## config.mk

```make
export PLATFORM = sky130hd
export DESIGN_NAME = uart_tx_sender
export DESIGN_NICKNAME = d
export VERILOG_FILES = /design/src/rtl/uart_pkg.sv /design/src/rtl/sync_byte_fifo.sv /design/src/rtl/uart_tx_sender.sv
export SDC_FILE = /design/constraint.sdc
export NUM_CORES = 1
export LEC_CHECK = 0
export CAP_MARGIN = 20
export CORE_MARGIN = 5
export CORE_UTILIZATION = 35
export DETAILED_ROUTE_END_ITERATION = 7
export DONT_BUFFER_PORTS = 1
export MAX_ROUTING_LAYER = met4
export SLEW_MARGIN = 20
export SYNTH_ARGS = -nofsm -noshare
export SYNTH_HDL_FRONTEND = slang
export SYNTH_SLANG_ARGS = --single-unit
```

## constraint.sdc

```tcl
create_clock -name i_Clk -period 9.98 [get_ports i_Clk]
set_clock_uncertainty 0.2 [all_clocks]
set_input_delay 1.996 -clock i_Clk [delete_from_list [all_inputs] [get_ports i_Clk]]
set_output_delay 1.996 -clock i_Clk [all_outputs]
set_load 0.03 [all_outputs]
```

## src/rtl/uart_pkg.sv

```systemverilog
// Shared types and constants for the host-link UART transmit path.
package uart_pkg;

  typedef enum logic [1:0] {
    IDLE  = 2'd0,
    START = 2'd1,
    DATA  = 2'd2,
    STOP  = 2'd3
  } tx_state_t;

  localparam int unsigned CLKS_PER_BIT_DEFAULT = 434;
  localparam logic [7:0]  LF                   = 8'h0A;
  localparam logic        UART_IDLE            = 1'b1;

endpackage

```

## src/rtl/sync_byte_fifo.sv

```systemverilog
// Single-clock byte FIFO with registered full/empty flags and a
// combinational head-of-queue view for the transmitter to load from.
module sync_byte_fifo #(
  parameter int unsigned DEPTH = 16
) (
  input  logic       clk,
  input  logic       rst_n,
  input  logic       wr,
  input  logic [7:0] wr_data,
  input  logic       rd,
  output logic [7:0] head_c,
  output logic       full,
  output logic       empty
);

  localparam int unsigned AW = (DEPTH > 1) ? $clog2(DEPTH) : 1;
  localparam int unsigned CW = AW + 1;

  logic [7:0]    mem [DEPTH];
  logic [AW-1:0] wr_ptr;
  logic [AW-1:0] rd_ptr;
  logic [CW-1:0] count;
  logic [CW-1:0] count_nxt;
  logic          push_c;
  logic          pop_c;

  // A simultaneous pop frees the slot, so a push while full is accepted then.
  assign pop_c  = rd && !empty;
  assign push_c = wr && (!full || pop_c);
  assign head_c = mem[rd_ptr];

  always_comb begin
    count_nxt = count;
    case ({push_c, pop_c})
      2'b10:   count_nxt = count + CW'(1);
      2'b01:   count_nxt = count - CW'(1);
      default: count_nxt = count;
    endcase
  end

  always_ff @(posedge clk or negedge rst_n) begin
    if (!rst_n) begin
      wr_ptr <= '0;
      rd_ptr <= '0;
      count  <= '0;
      full   <= 1'b0;
      empty  <= 1'b1;
    end else begin
      if (push_c) wr_ptr <= wr_ptr + AW'(1);
      if (pop_c)  rd_ptr <= rd_ptr + AW'(1);
      count <= count_nxt;
      full  <= (count_nxt == CW'(DEPTH));
      empty <= (count_nxt == CW'(0));
    end
  end

  // Storage carries no reset; only the pointers define valid contents.
  always_ff @(posedge clk) begin
    if (push_c) mem[wr_ptr] <= wr_data;
  end

endmodule

```

## src/rtl/uart_tx_sender.sv

```systemverilog
// Host-link UART transmitter: drains a byte FIFO as 8N1 frames while i_Send is high.
// Optional UART_TX_EOL_EN appends one LF frame each time a send drains the FIFO.
module uart_tx_sender
  import uart_pkg::*;
#(
  parameter int unsigned CLKS_PER_BIT = CLKS_PER_BIT_DEFAULT,
  parameter int unsigned DEPTH        = 16,
  parameter int unsigned CNT_W        = 8
) (
  input  logic             i_Clk,
  input  logic             i_Rst_n,
  input  logic [7:0]       i_Data,
  input  logic             i_Wr,
  input  logic             i_Send,
  output logic             o_Full,
  output logic             o_Empty,
  output logic             o_Busy,
  output logic             o_UART_TXD,
  output logic [7:0]       o_Last_Tx,
  output logic [CNT_W-1:0] o_Count
);

  localparam int unsigned BAUD_W = (CLKS_PER_BIT > 1) ? $clog2(CLKS_PER_BIT) : 1;

  tx_state_t         state, state_nxt;
  logic [BAUD_W-1:0] baud, baud_nxt;
  logic [2:0]        bit_idx, bit_idx_nxt;
  logic [7:0]        shift, shift_nxt;
  logic [7:0]        tx_byte, tx_byte_nxt;
  logic              txd_nxt;
  logic              busy_nxt;
  logic [7:0]        last_nxt;
  logic [CNT_W-1:0]  count_nxt;
  logic              pop_c;
  logic              load_c;
  logic [7:0]        load_byte_c;
  logic [7:0]        head_c;
  logic              baud_end_c;
`ifdef UART_TX_EOL_EN
  logic              lf_frame, lf_frame_nxt;
`endif

  sync_byte_fifo #(
    .DEPTH (DEPTH)
  ) u_fifo (
    .clk     (i_Clk),
    .rst_n   (i_Rst_n),
    .wr      (i_Wr),
    .wr_data (i_Data),
    .rd      (pop_c),
    .head_c  (head_c),
    .full    (o_Full),
    .empty   (o_Empty)
  );

  assign baud_end_c = (baud == BAUD_W'(CLKS_PER_BIT - 1));

  // Next-state and next-output logic; every output is registered below.
  always_comb begin
    state_nxt   = state;
    baud_nxt    = baud;
    bit_idx_nxt = bit_idx;
    shift_nxt   = shift;
    tx_byte_nxt = tx_byte;
    txd_nxt     = o_UART_TXD;
    busy_nxt    = o_Busy;
    last_nxt    = o_Last_Tx;
    count_nxt   = o_Count;
    pop_c       = 1'b0;
    load_c      = 1'b0;
    load_byte_c = head_c;
`ifdef UART_TX_EOL_EN
    lf_frame_nxt = lf_frame;
`endif

    if (state != IDLE) baud_nxt = baud_end_c ? '0 : baud + BAUD_W'(1);

    case (state)
      IDLE: begin
        txd_nxt  = UART_IDLE;
        busy_nxt = 1'b0;
        if (i_Send && !o_Empty) begin
          pop_c  = 1'b1;
          load_c = 1'b1;
`ifdef UART_TX_EOL_EN
          lf_frame_nxt = 1'b0;
`endif
        end
      end
      START: begin
        txd_nxt = 1'b0;
        if (baud_end_c) begin
          state_nxt   = DATA;
          bit_idx_nxt = 3'd0;
          txd_nxt     = shift[0];
        end
      end
      DATA: begin
        if (baud_end_c) begin
          shift_nxt = {1'b0, shift[7:1]};
          if (bit_idx == 3'd7) begin
            state_nxt = STOP;
            txd_nxt   = UART_IDLE;
          end else begin
            bit_idx_nxt = bit_idx + 3'd1;
            txd_nxt     = shift[1];
          end
        end
      end
      STOP: begin
        txd_nxt = UART_IDLE;
        if (baud_end_c) begin
          last_nxt = tx_byte;
          if (o_Count != '1) count_nxt = o_Count + CNT_W'(1);
          if (i_Send && !o_Empty) begin
            pop_c  = 1'b1;
            load_c = 1'b1;
`ifdef UART_TX_EOL_EN
            lf_frame_nxt = 1'b0;
          end else if (i_Send && !lf_frame) begin
            // FIFO just ran dry behind a real byte: close the drain with one LF.
            load_c       = 1'b1;
            load_byte_c  = LF;
            lf_frame_nxt = 1'b1;
`endif
          end else begin
            state_nxt = IDLE;
            busy_nxt  = 1'b0;
          end
        end
      end
      default: begin
        state_nxt = IDLE;
        txd_nxt   = UART_IDLE;
        busy_nxt  = 1'b0;
      end
    endcase

    // Frame launch: start bit appears on the line from the next edge.
    if (load_c) begin
      state_nxt   = START;
      baud_nxt    = '0;
      shift_nxt   = load_byte_c;
      tx_byte_nxt = load_byte_c;
      txd_nxt     = 1'b0;
      busy_nxt    = 1'b1;
    end
  end

  always_ff @(posedge i_Clk or negedge i_Rst_n) begin
    if (!i_Rst_n) begin
      state      <= IDLE;
      baud       <= '0;
      bit_idx    <= '0;
      shift      <= '0;
      tx_byte    <= '0;
      o_UART_TXD <= UART_IDLE;
      o_Busy     <= 1'b0;
      o_Last_Tx  <= '0;
      o_Count    <= '0;
`ifdef UART_TX_EOL_EN
      lf_frame   <= 1'b0;
`endif
    end else begin
      state      <= state_nxt;
      baud       <= baud_nxt;
      bit_idx    <= bit_idx_nxt;
      shift      <= shift_nxt;
      tx_byte    <= tx_byte_nxt;
      o_UART_TXD <= txd_nxt;
      o_Busy     <= busy_nxt;
      o_Last_Tx  <= last_nxt;
      o_Count    <= count_nxt;
`ifdef UART_TX_EOL_EN
      lf_frame   <= lf_frame_nxt;
`endif
    end
  end

endmodule
```

== After elaboration in Yosys (flattened, before gate mapping) ==
Memories as Yosys holds them, arrays and structs flattened.
Index checks and enable logic that the tools add are counted.

* Flip-flop bits (word level): 63
* Memory bits (writable): 128
* Input bits: 12
* Output and inout bits: 20
* Logic and storage cells: 93
* Memories kept: 1

* Add/sub/neg operators: 7
* Equal/unequal tests: 17
* Multiplexer cells: 32
* Reductions and logical operators: 22

{| class="wikitable"
|+ Memories
! memory !! depth !! width !! read ports !! clocked after memory_dff !! wr ports !! RTL line !! source
|-
| u_fifo.mem || 16 || 8 || 1 || 0 || 1 || sync_byte_fifo.sv:19 || <nowiki>logic [7:0] mem [DEPTH];</nowiki>
|}

{| class="wikitable"
|+ Operator list
! cell !! number
|-
| two-way mux 9 bit || 3
|-
| two-way mux 8 bit || 3
|-
| != test 3 x 2 -> 1 bit, second input constant || 5
|-
| two-way mux 2 bit || 6
|-
| two-way mux 1 bit || 11
|-
| case mux 5 bit (2 select lines) || 1
|-
| nonzero test 2 bit || 5
|-
| adder 9 x 1 -> 9 bit, second input constant || 1
|-
| == test 9 bit, second input constant || 1
|-
| two-way mux 3 bit || 3
|-
| adder 4 x 1 -> 4 bit, second input constant || 2
|-
| adder 8 x 1 -> 8 bit, second input constant || 1
|-
| != test 8 bit, second input constant || 1
|-
| == test 2 bit, second input constant || 3
|-
| != test 2 bit, second input constant || 3
|-
| case mux 2 bit (3 select lines) || 1
|-
| case mux 3 bit (2 select lines) || 1
|-
| AND reduction 3 bit || 2
|-
| AND reduction 6 bit || 1
|-
| adder 5 x 1 -> 5 bit, second input constant || 1
|-
| == test 5 bit, second input constant || 1
|-
| zero test 5 bit || 1
|-
| subtractor 5 x 1 -> 5 bit, second input constant || 1
|-
| == test 2 x 1 -> 1 bit, second input constant || 2
|-
| 13 further kinds || 18
|}

== Logic depth before layout (Yosys ltp) ==
Gate-level depths: netlist (run 1).

* Word-level depth: 11
* Depth in mapped cells: 17
* Depth with buffers taken out: 14

== Hierarchy ==
A second synthesis (run 1) with hierarchy kept.

* Cell total of the unflattened synthesis: 490
* Area total of the unflattened synthesis: 8196.6 um^2

{| class="wikitable"
|+ By module, submodules not included
! module !! times used !! cells an instance !! area each (um^2) !! seq. area each (um^2)
|-
| sync_byte_fifo || 1 || 282 || 5763.0 || 4220.3
|-
| uart_tx_sender || 1 || 208 || 2433.6 || 1202.4
|}

== Worst setup path after synthesis (run 1) ==
OpenSTA, ideal clock, no wires.

* Path kind: input to register
* Start: in i_Send
* End: reg u_fifo.full
* Setup time: 0.073 ns
* Data arrival time: 4.627 ns
* Data required time: 9.707 ns
* Slack: 5.081 ns
* Cell stages on the path: 14
* Path buffers: 2
* Cells stage by stage: nor3b_1 o21a_1 nand2_2 inv_2 buf_2 ha_1 clkbuf_1 xor2_1 ha_1 a21oi_1 mux2i_1 xnor2_1 a211o_1 nor2b_1

* Cells in the longest elaborated chain, start to end: 10
* Elaborated cells between the ends (all ways): 11
* Classes of those cells: 3 x eq/ne; 4 x mux; 4 x reduce/logical

{| class="wikitable"
|+ Ends and longest elaborated chain
! element !! RTL line !! source
|-
| from (decl) || uart_tx_sender.sv:14 || <nowiki>input logic i_Send,</nowiki>
|-
| logical AND 1 bit * || uart_tx_sender.sv:82, uart_tx_sender.sv:115 ||
|-
| two-way mux 1 bit * || uart_tx_sender.sv:82, uart_tx_sender.sv:115 ||
|-
| two-way mux 1 bit || uart_tx_sender.sv:112 || <nowiki>if (baud_end_c) begin</nowiki>
|-
| case mux 1 bit (2 select lines) * || uart_tx_sender.sv:78 || <nowiki>case (state)</nowiki>
|-
| logical AND 1 bit * || sync_byte_fifo.sv:28 || <nowiki>assign pop_c = rd && !empty;</nowiki>
|-
| via u_fifo.pop_c || sync_byte_fifo.sv:25 || <nowiki>logic pop_c;</nowiki>
|-
| logical OR 1 bit || sync_byte_fifo.sv:29 || <nowiki>assign push_c = wr && (!full || pop_c);</nowiki>
|-
| logical AND 1 bit || sync_byte_fifo.sv:29 ||
|-
| == test 2 x 1 -> 1 bit or == test 2 bit (tied branches) || sync_byte_fifo.sv:34 || <nowiki>case ({push_c, pop_c})</nowiki>
|-
| case mux 5 bit (2 select lines) * || sync_byte_fifo.sv:34 ||
|-
| via u_fifo.count_nxt[2] || sync_byte_fifo.sv:23 || <nowiki>logic [CW-1:0] count_nxt;</nowiki>
|-
| == test 5 bit * || sync_byte_fifo.sv:52 || <nowiki>full <= (count_nxt == CW'(DEPTH));</nowiki>
|-
| to (signal assigned) || sync_byte_fifo.sv:52 ||
|-
| to (decl) || sync_byte_fifo.sv:12 || <nowiki>output logic full,</nowiki>
|}

Mark *: on every way through the listed nets, which the timed path passes. The rest lies on a longest branch.
A chain may end at the register's enable or synchronous reset.

== Worst setup path in the final report (run 1) ==
* Start: in i_Send
* End: reg u_fifo.full

* Cells in the longest elaborated chain, start to end: 10
* Elaborated cells between the ends (all ways): 11
* Classes of those cells: 3 x eq/ne; 4 x mux; 4 x reduce/logical

{| class="wikitable"
|+ Ends and longest elaborated chain
! element !! RTL line
|-
| logical AND 1 bit * || uart_tx_sender.sv:82, uart_tx_sender.sv:115
|-
| two-way mux 1 bit * || uart_tx_sender.sv:82, uart_tx_sender.sv:115
|-
| two-way mux 1 bit || uart_tx_sender.sv:112
|-
| case mux 1 bit (2 select lines) * || uart_tx_sender.sv:78
|-
| logical AND 1 bit * || sync_byte_fifo.sv:28
|-
| logical OR 1 bit || sync_byte_fifo.sv:29
|-
| logical AND 1 bit || sync_byte_fifo.sv:29
|-
| == test 2 x 1 -> 1 bit or == test 2 bit (tied branches) || sync_byte_fifo.sv:34
|-
| case mux 5 bit (2 select lines) * || sync_byte_fifo.sv:34
|-
| via u_fifo.count_nxt[2] || sync_byte_fifo.sv:23
|-
| == test 5 bit * || sync_byte_fifo.sv:52
|}

Marked as above.

==> flow_summary.ini, run 1 <==
[status]
outcome = complete, no violations

[worst_setup_path]
startpoint_type = primary input
crit_arrival_ns = 5.12
critical-path-top-delay-family = compound AO/OA/AOI/OAI gates
critPathKind = in -> reg
slowest_stage = nor3b_1
cp_common_cell = ha_1
r2r_cells = 14
worst-path-stages = 12
critPathRequiredTime_ns = 10.14
cp-end-kind = flop
path_buf_inv = 1
slowest_delay_ns = 0.47
crit_chain = nor3b_1 -> o21a_1 -> nand2_2 -> inv_2 -> ha_1 -> xor2_1 -> ha_1 -> a21oi_1 -> mux2i_1 -> xnor2_1 -> a211o_1 -> nor2b_1
critical_path.max_fanout = 23

[synth]
ys_types = 57
syn_nets = 551
yosysSeqAreaShare_pct = 66.7
synth_ff_type = edfxtp_1
synth.cell_area_sq_mm = 0.00814
netlist_top_cells_area = edfxtp_1, dfrtp_1, mux4_2
synth_edf_count = 128
synthMostInstantiatedCell = edfxtp_1
synth_cells = 520
synth_seq_cells = 191
async_flop_share_pct = 33.0
yosysWarnings = 0
yosysTopAreaCell = edfxtp_1
synth_top_area_share_pct = 47.2
syn_area_per_cell_sq_um = 15.6
ys_top_cells_by_count = edfxtp_1, dfrtp_1, nor2_1

[die]
fp-row-count = 55
die_y_um = 162
dieArea_sq_mm = 0.0264
fp.coreArea_sq_mm = 0.0228
start_util_pct = 35.7
die_w_um = 162
pin_count = 32

[cells_and_area]
fin_nets = 549
post-route-util_pct = 39.6
area_growth_pct = 10.8
diodes = 0
layout-drive-gt1-share_pct = 16.9
fillers = 2083
fin_area_sq_mm = 0.00902
finalNonFillerCells = 844

[timing]
rsz0062_at_grt = no
setup_slack_ns = 5.02
max_freq_mhz = 201
period_share_pct = 49.7
maxSlewHeadroom_pct = 28.3
worst_pin_slew_ns = 1.07
slew_violations = 0
fin_tns_setup_ns = 0
finalSetupViolCount = 0
min_period_ns = 4.96
hold_ws_ns = 0.293
timing_hold_violations_final = 0

[job]
max-cap-violations = 0

[cts]
cts_tree = yes
cts_setup_buffers = 0
ctsHoldBuffers = 0
insertion_delay_ns = 0.43
numCtsBuffers = 17
clkTransAtPathRegs_ns = 0.06
clkSinkCount = 191
clk_root_buffer_cell = clkbuf_16
cts_resized = 0
cts_buffer_depth = 2
h-tree-depth = 4

[power_and_ir_drop]
switching_share_pct = 23.9
power_frac_seq_pct = 54.1
max-vdd-ir-drop_mv = 0.100
p_per_area_mw_per_mm2 = 199
p_leak_nw = 3.22
power.switching_mw = 0.430
p_total_mw = 1.79
clock_power_share_pct = 37.0
comb_power_share_pct = 9.0
intPower_mw = 1.36

[global_route]
grt_pass1_vias = 4524
grt_pass1_wl_um = 25400
track_usage_pct = 12.9
grt_max_degree = 64
antenna_found_initial = 0
globalRouteOverflowTotal = 0

[routing]
vias = 4335
routed_wl_um = 15900
wire_per_inst_um = 18.8
vias_per_cell = 5.14
antenna_left = 0
drt_iter0_markers = 298
drt-pass1-iter-count = 5
drc = 0

[worst_hold_path]
hold_class = reg -> reg
worstHoldPathCells = 1

[placed_design]
post-place-ws_ns = 4.62
gp_congestion = 0.806
dp_hpwl_um = 10600
dpl_cell_area_sq_mm = 0.00844
placed_cells = 812
io_buffers = 0
[layout by cell type, fill, tap and decap left out, types with 3 or more instances in the layout]
cell type / instances
mux4_1: 3
o21ai_1: 11
nand2_1: 29
edfxtp_1: 128
nand3b_1: 3
inv_1: 10
nand3_1: 11
xnor2_1: 14
o21ai_0: 12
a21oi_1: 18
mux4_2: 30
mux2_1: 4
o22ai_1: 5
dfrtp_1: 60
clkinv_4: 3
nor2_1: 44
mux2_2: 18
nand2b_1: 4
nor2b_1: 4
clkbuf_16: 19
o21a_1: 3
and3_1: 5
xor2_1: 5
nand4_1: 6
ha_1: 19
mux2i_1: 12
clkbuf_2: 4
o32ai_1: 4
[path summary, 6_finish.rpt]
path	start	end	slack [ns]
worst max-delay path	i_Send	u_fifo.full	5.02
min in group asynchronous	i_Rst_n	u_fifo.count[4]	1.06
worst max register to register	state[0]	u_fifo.full	5.67
worst min-delay path	u_fifo.count[4]	u_fifo.count[4]	0.29
max in group asynchronous	i_Rst_n	o_UART_TXD	8.33
worst min register to register	u_fifo.count[4]	u_fifo.count[4]	0.29
[cell type report]
class / count / area [sq um] / share of cell area [%]
sequential: 191 / 5420 / 60.2
multi-input combinational: 295 / 2560 / 28.4
clock buffer: 25 / 503 / 5.58
tap: 313 / 392 / 4.34
clock inverter: 7 / 76.3 / 0.847
inverter: 11 / 41.3 / 0.458
timing repair buffer: 2 / 15.0 / 0.167
[power by group through the flow]
stage	clock (mW)	sequential (mW)	combinational [mW]
final	0.663	0.971	0.161
after global routing	0.713	0.978	0.176
after CTS	0.682	0.970	0.162
after detailed placement	0	0.987	0.160
after global placement	0	0.980	0.153
after floorplan	0	0.959	0.134
[kinds of logic (layout without fill, tap and decap cells)]
family | Yosys count | in the layout | share of synthesized area, %
DFF | 191 | 191 | 66.7
and+or+nand+nor | 120 | 120 | 7.40
AOI/OAI and AO/OA | 70 | 70 | 5.37
muxes | 67 | 67 | 13.8
buffers and inverters | 34 | 45 | 1.81
adders and majority gates | 19 | 19 | 2.92
xor gates and xnor gates | 19 | 19 | 2.05
[state kept, by name, summed over array words and instances (netlist names)]
| signal | cells |
|---|---|
| state | 2 |
| o_Count | 8 |
| u_fifo.count | 5 |
| u_fifo.full | 1 |
| o_UART_TXD | 1 |
| u_fifo.empty | 1 |
| u_fifo.wr_ptr | 4 |
| shift | 8 |
| u_fifo.rd_ptr | 4 |
| o_Busy | 1 |
| bit_idx | 3 |
| baud | 9 |
| tx_byte | 8 |
| u_fifo.mem | 128 |
| o_Last_Tx | 8 |
[metal layers]
metal / global-route usage (%) / vias up / part of all wire, % / wire length [um]
li1: - / 1984 / - / -
met1: 16.6 / 2242 / 45 / 7230
met2: 20.2 / 91 / 48 / 7690
met3: 3.34 / 18 / 4.7 / 747
met4: 3.84 / 0 / 1.4 / 222
met5: - / - / 0 / 0
Power figures use the tool's default switching activity.
==> run 2, diff against run 1 <==
==> constraint.sdc (replaced) <==
create_clock -name i_Clk -period 5.1 [get_ports i_Clk]
set_clock_uncertainty 0.2 [all_clocks]
set_input_delay 1.02 -clock i_Clk [delete_from_list [all_inputs] [get_ports i_Clk]]
set_output_delay 1.02 -clock i_Clk [all_outputs]
set_load 0.03 [all_outputs]
==> flow_summary.ini, run 2 (synthesis results as in run 1) <==
[cells_and_area]
finalNonFillerCells = 845
multi_input_area_sq_mm = 0.00256
reg_top3 = u_fifo.mem x128, baud x9
fin_nets = 550
diodes = 0
regArea_sq_mm = 0.00542
fillers = 2066
fin_area_sq_mm = 0.00904
largest_reg_flops = 128
regMostFlops = u_fifo.mem
layout_commonest_cell = edfxtp_1
area_growth_pct = 11.1
layout-drive-gt1-share_pct = 17.1
final_cell_mix = edfxtp_1, dfrtp_1, nor2_1, mux4_2, nand2_1

[placed_design]
dp_hpwl_um = 10600
placed_cells = 813
post-place-ws_ns = 0.705
gp_congestion = 0.792
dpl_cell_area_sq_mm = 0.00844
io_buffers = 0

[worst_setup_path]
r2r_cells = 14
cp-endpoint = u_fifo.full
worst-path-stages = 14
crit_start = state[0]
slowest_stage = nor3b_1
critPathRequiredTime_ns = 5.26
cp_common_cell = ha_1
startpoint_type = flop
cp-end-kind = flop
r2r_setup_slack_ns = 0.82
critical_path.max_fanout = 23
crit_arrival_ns = 4.44
critical-path-top-delay-family = adder cells
crit_chain = inv_1 -> ha_1 -> nor3b_1 -> o21a_1 -> nand2_2 -> inv_2 -> ha_1 -> xor2_1 -> ha_1 -> a21oi_1 -> mux2i_1 -> xnor2_1 -> a211o_1 -> nor2b_1
r2r-start = state[0]
worstReg2RegEnd = u_fifo.full
slowest_delay_ns = 0.47
critPathKind = reg -> reg
path_buf_inv = 2

[timing]
period_share_pct = 84.0
max_freq_mhz = 233
min_period_ns = 4.28
worst_pin_slew_ns = 1.08
timing_hold_violations_final = 0
setup_slack_ns = 0.816
rsz0062_at_grt = no
maxSlewHeadroom_pct = 27.9
slew_violations = 0
fin_tns_setup_ns = 0
finalSetupViolCount = 0

[die]
fp.coreArea_sq_mm = 0.0228
die_w_um = 162
die_y_um = 162
start_util_pct = 35.7
pin_count = 32
fp-row-count = 55
dieArea_sq_mm = 0.0264

[worst_hold_path]
hold_class = in -> async

[power_and_ir_drop]
p_total_mw = 3.56
p_leak_nw = 3.23
p_per_area_mw_per_mm2 = 393
max-vdd-ir-drop_mv = 0.225

[routing]
drt-pass1-iter-count = 5
wire_per_inst_um = 18.7
vias_per_cell = 5.15
drt_iter0_markers = 219
routed_wl_um = 15800
drc = 0
vias = 4352
antenna_left = 0

[global_route]
track_usage_pct = 12.7
grt_pass1_wl_um = 25100
antenna_found_initial = 0
grt_max_degree = 64
grt_pass1_vias = 4371
globalRouteOverflowTotal = 0

[status]
outcome = complete, no violations

[cts]
cts_tree = yes
clkSinkCount = 191
cts_resized = 0
clk_root_buffer_cell = clkbuf_16
cts_buffer_depth = 2
numCtsBuffers = 17
h-tree-depth = 4
cts_setup_buffers = 0
insertion_delay_ns = 0.43
clkTransAtPathRegs_ns = 0.07
ctsHoldBuffers = 0

[job]
max-cap-violations = 0
==> run 2: routing by layer <==
layer | GRT usage (%) | share of wire (%) | up-vias
met5 | - | 0 | -
met4 | 3.19 | 0.99 | 0
met3 | 3.85 | 5.0 | 19
met2 | 19.8 | 49 | 111
met1 | 16.5 | 45 | 2237
li1 | - | - | 1985
==> run 2: how the worst min path moves through the flow <==
stage,depth (start not counted),slack (ns),endpoint,start
2_1_floorplan,1,0.25,u_fifo.wr_ptr[2],u_fifo.wr_ptr[2]
3_3_place_gp,1,0.26,u_fifo.wr_ptr[2],u_fifo.wr_ptr[2]
3_5_place_dp,1,0.26,u_fifo.wr_ptr[2],u_fifo.wr_ptr[2]
4_1_cts,0,0.05,baud[5],i_Rst_n
5_1_grt,0,0.04,o_Count[4],i_Rst_n
6_report,0,0.08,baud[5],i_Rst_n
==> run 2: through the flow <==
step                utilization [%]  hold WS (ns)
floorplan                         -         0.245
global placement               37.1         0.260
detailed placement             37.1         0.262
CTS                            39.7        0.0520
global route                   39.7        0.0428
finish                         39.7        0.0818
==> run 2: layout make-up <==
cell class,instances,share of cell area (%)
sequential,191,60.0
multi-input combinational,295,28.4
clock buffer,19,4.79
tap,313,4.33
clock inverter,13,1.81
inverter,11,0.457
timing repair buffer,3,0.249
==> run 2: power by group <==
part / internal (mW) / switching, mW / leakage, nW
sequential: 1.81 / 0.0929 / 1.96
combinational: 0.120 / 0.193 / 0.976
clock: 0.742 / 0.603 / 0.290
==> run 2: worst register-to-register path, stage by stage, from the launching register on <==
cell     delay [ns]
dfrtp_1        0.42
inv_1          0.11
ha_1           0.36
nor3b_1        0.47
o21a_1         0.36
nand2_2        0.21
inv_2          0.37
ha_1           0.41
xor2_1         0.14
ha_1           0.25
a21oi_1        0.17
mux2i_1        0.25
xnor2_1        0.11
a211o_1        0.31
nor2b_1        0.11
==> run 3, diff against run 2 <==
==> constraint.sdc (replaced) <==
create_clock -name i_Clk -period 3.4 [get_ports i_Clk]
set_clock_uncertainty 0.2 [all_clocks]
set_input_delay 0.68 -clock i_Clk [delete_from_list [all_inputs] [get_ports i_Clk]]
set_output_delay 0.68 -clock i_Clk [all_outputs]
set_load 0.03 [all_outputs]
==> flow_summary.ini, run 3 (synthesis results as in run 1) <==
[die]
fp.coreArea_sq_mm = 0.0228
die_y_um = 162
dieArea_sq_mm = 0.0264
die_w_um = 162
start_util_pct = 35.7
pin_count = 32
fp-row-count = 55

[worst_hold_path]
holdPathEnd = u_fifo.mem[8][2]
worstHoldPathCells = 0
hold_start = i_Data[2]
hold_class = in -> reg

[worst_setup_path]
r2r-start = state[1]
crit_chain = inv_2 -> ha_2 -> nor3b_4 -> nand4_1 -> nand3_2 -> nand2_2 -> ha_1 -> xor2_1 -> ha_2 -> a21oi_2 -> mux2i_1 -> xnor2_1 -> a211o_1 -> nor2b_1
critical_path.max_fanout = 4
path_buf_inv = 1
critPathKind = reg -> reg
r2r_setup_slack_ns = 0.09
critPathRequiredTime_ns = 3.56
r2r_cells = 14
critical-path-top-delay-family = simple AND/OR/NAND/NOR gates
slowest_stage = dfrtp_1
cp-end-kind = flop
crit_arrival_ns = 3.48
startpoint_type = flop
worstReg2RegEnd = u_fifo.full
cp_common_cell = ha_2
slowest_delay_ns = 0.40

[cells_and_area]
reg_top3 = u_fifo.mem x128, baud x9
fin_area_sq_mm = 0.00930
multi_input_area_sq_mm = 0.00261
regArea_sq_mm = 0.00542
fin_nets = 577
post-route-util_pct = 40.8
fillers = 2070
layout_commonest_cell = edfxtp_1
area_growth_pct = 14.3
layout-drive-gt1-share_pct = 22.7
finalNonFillerCells = 872
diodes = 0
final_cell_mix = edfxtp_1, dfrtp_1, nor2_1, mux4_2, nand2_1
largest_reg_flops = 128
regMostFlops = u_fifo.mem

[placed_design]
dpl_cell_area_sq_mm = 0.00865
post-place-ws_ns = -0.00183
placed_cells = 837
dp_hpwl_um = 10900
io_buffers = 0
gp_congestion = 0.780

[timing]
timing_hold_violations_final = 0
min_period_ns = 3.31
setup_slack_ns = 0.0852
finalSetupViolCount = 0
fin_tns_setup_ns = 0
period_share_pct = 97.5
hold_ws_ns = 0.135
slew_violations = 0
maxSlewHeadroom_pct = 59.4
worst_pin_slew_ns = 0.607
max_freq_mhz = 302

[cts]
cts_buffer_depth = 2
numCtsBuffers = 17
clk_root_buffer_cell = clkbuf_16
clkSinkCount = 191
cts_tree = yes
insertion_delay_ns = 0.44
clkTransAtPathRegs_ns = 0.08
h-tree-depth = 4

[global_route]
grt_pass1_vias = 4563
grt_max_degree = 64
globalRouteOverflowTotal = 0
antenna_found_initial = 0
grt_pass1_wl_um = 25900
track_usage_pct = 13.2

[routing]
vias = 4429
vias_per_cell = 5.08
routed_wl_um = 16300
drc = 0
drt_iter0_markers = 275
antenna_left = 0
wire_per_inst_um = 18.7
drt-pass1-iter-count = 4

[power_and_ir_drop]
p_per_area_mw_per_mm2 = 573
p_total_mw = 5.33
p_leak_nw = 3.38
max-vdd-ir-drop_mv = 0.386

[job]
max-cap-violations = 0

[status]
outcome = complete, no violations
## run 3: cell count changes in the layout (fill, tap and decap cells not counted), sizes merged
cell / change
clkinv: +3
buf: +26
clkbuf: -2
clkinvlp: +2
bufinv: -1
dlygate4sd3: +1
inv: -2
## run 3: how the worst max path moves through the flow
stage / start / endpoint / slack, ns / depth (start not counted)
2_1_floorplan: state[0] / u_fifo.full / 0.02 / 16
3_3_place_gp: state[0] / u_fifo.full / 0.14 / 14
3_5_place_dp: state[0] / u_fifo.full / -0.002 / 14
4_1_cts: state[0] / u_fifo.full / 0.008 / 14
5_1_grt: state[1] / u_fifo.full / -0.05 / 14
6_report: state[1] / u_fifo.full / 0.09 / 14
## run 3: area by class of cell
| cell class | instances | area share (%) |
|---|---|---|
| Inverter | 11 | 0.444 |
| Clock buffer | 17 | 4.57 |
| Timing Repair Buffer | 30 | 2.80 |
| Tap cell | 313 | 4.21 |
| Multi-Input combinational cell | 295 | 28.0 |
| Sequential cell | 191 | 58.3 |
| Clock inverter | 15 | 1.63 |
## run 3: layer usage
layer	GRT usage (%)	share of wire, %	up-vias
li1	-	-	2036
met4	3.27	0.84	0
met1	17.1	45	2280
met5	-	0	-
met3	3.42	5.1	18
met2	20.8	49	95
## run 3: where the power goes
| part | leakage (nW) | internal [mW] | switching (mW) | total [mW] |
|---|---|---|---|---|
| Sequential | 1.96 | 2.71 | 0.141 | 2.85 |
| Clock | 0.273 | 1.03 | 0.913 | 1.94 |
| Combinational | 1.14 | 0.224 | 0.319 | 0.543 |
| Total | 3.38 | 3.96 | 1.37 | 5.33 |
## run 3: timing repair
action	4_1_cts	5_1_grt
gates resized for setup	0	10
hold buffers	2	0
endpoints found under the setup margin	2	2
hold endpoints to repair	63	0
pin swaps	1	3
buffers inserted	0	1
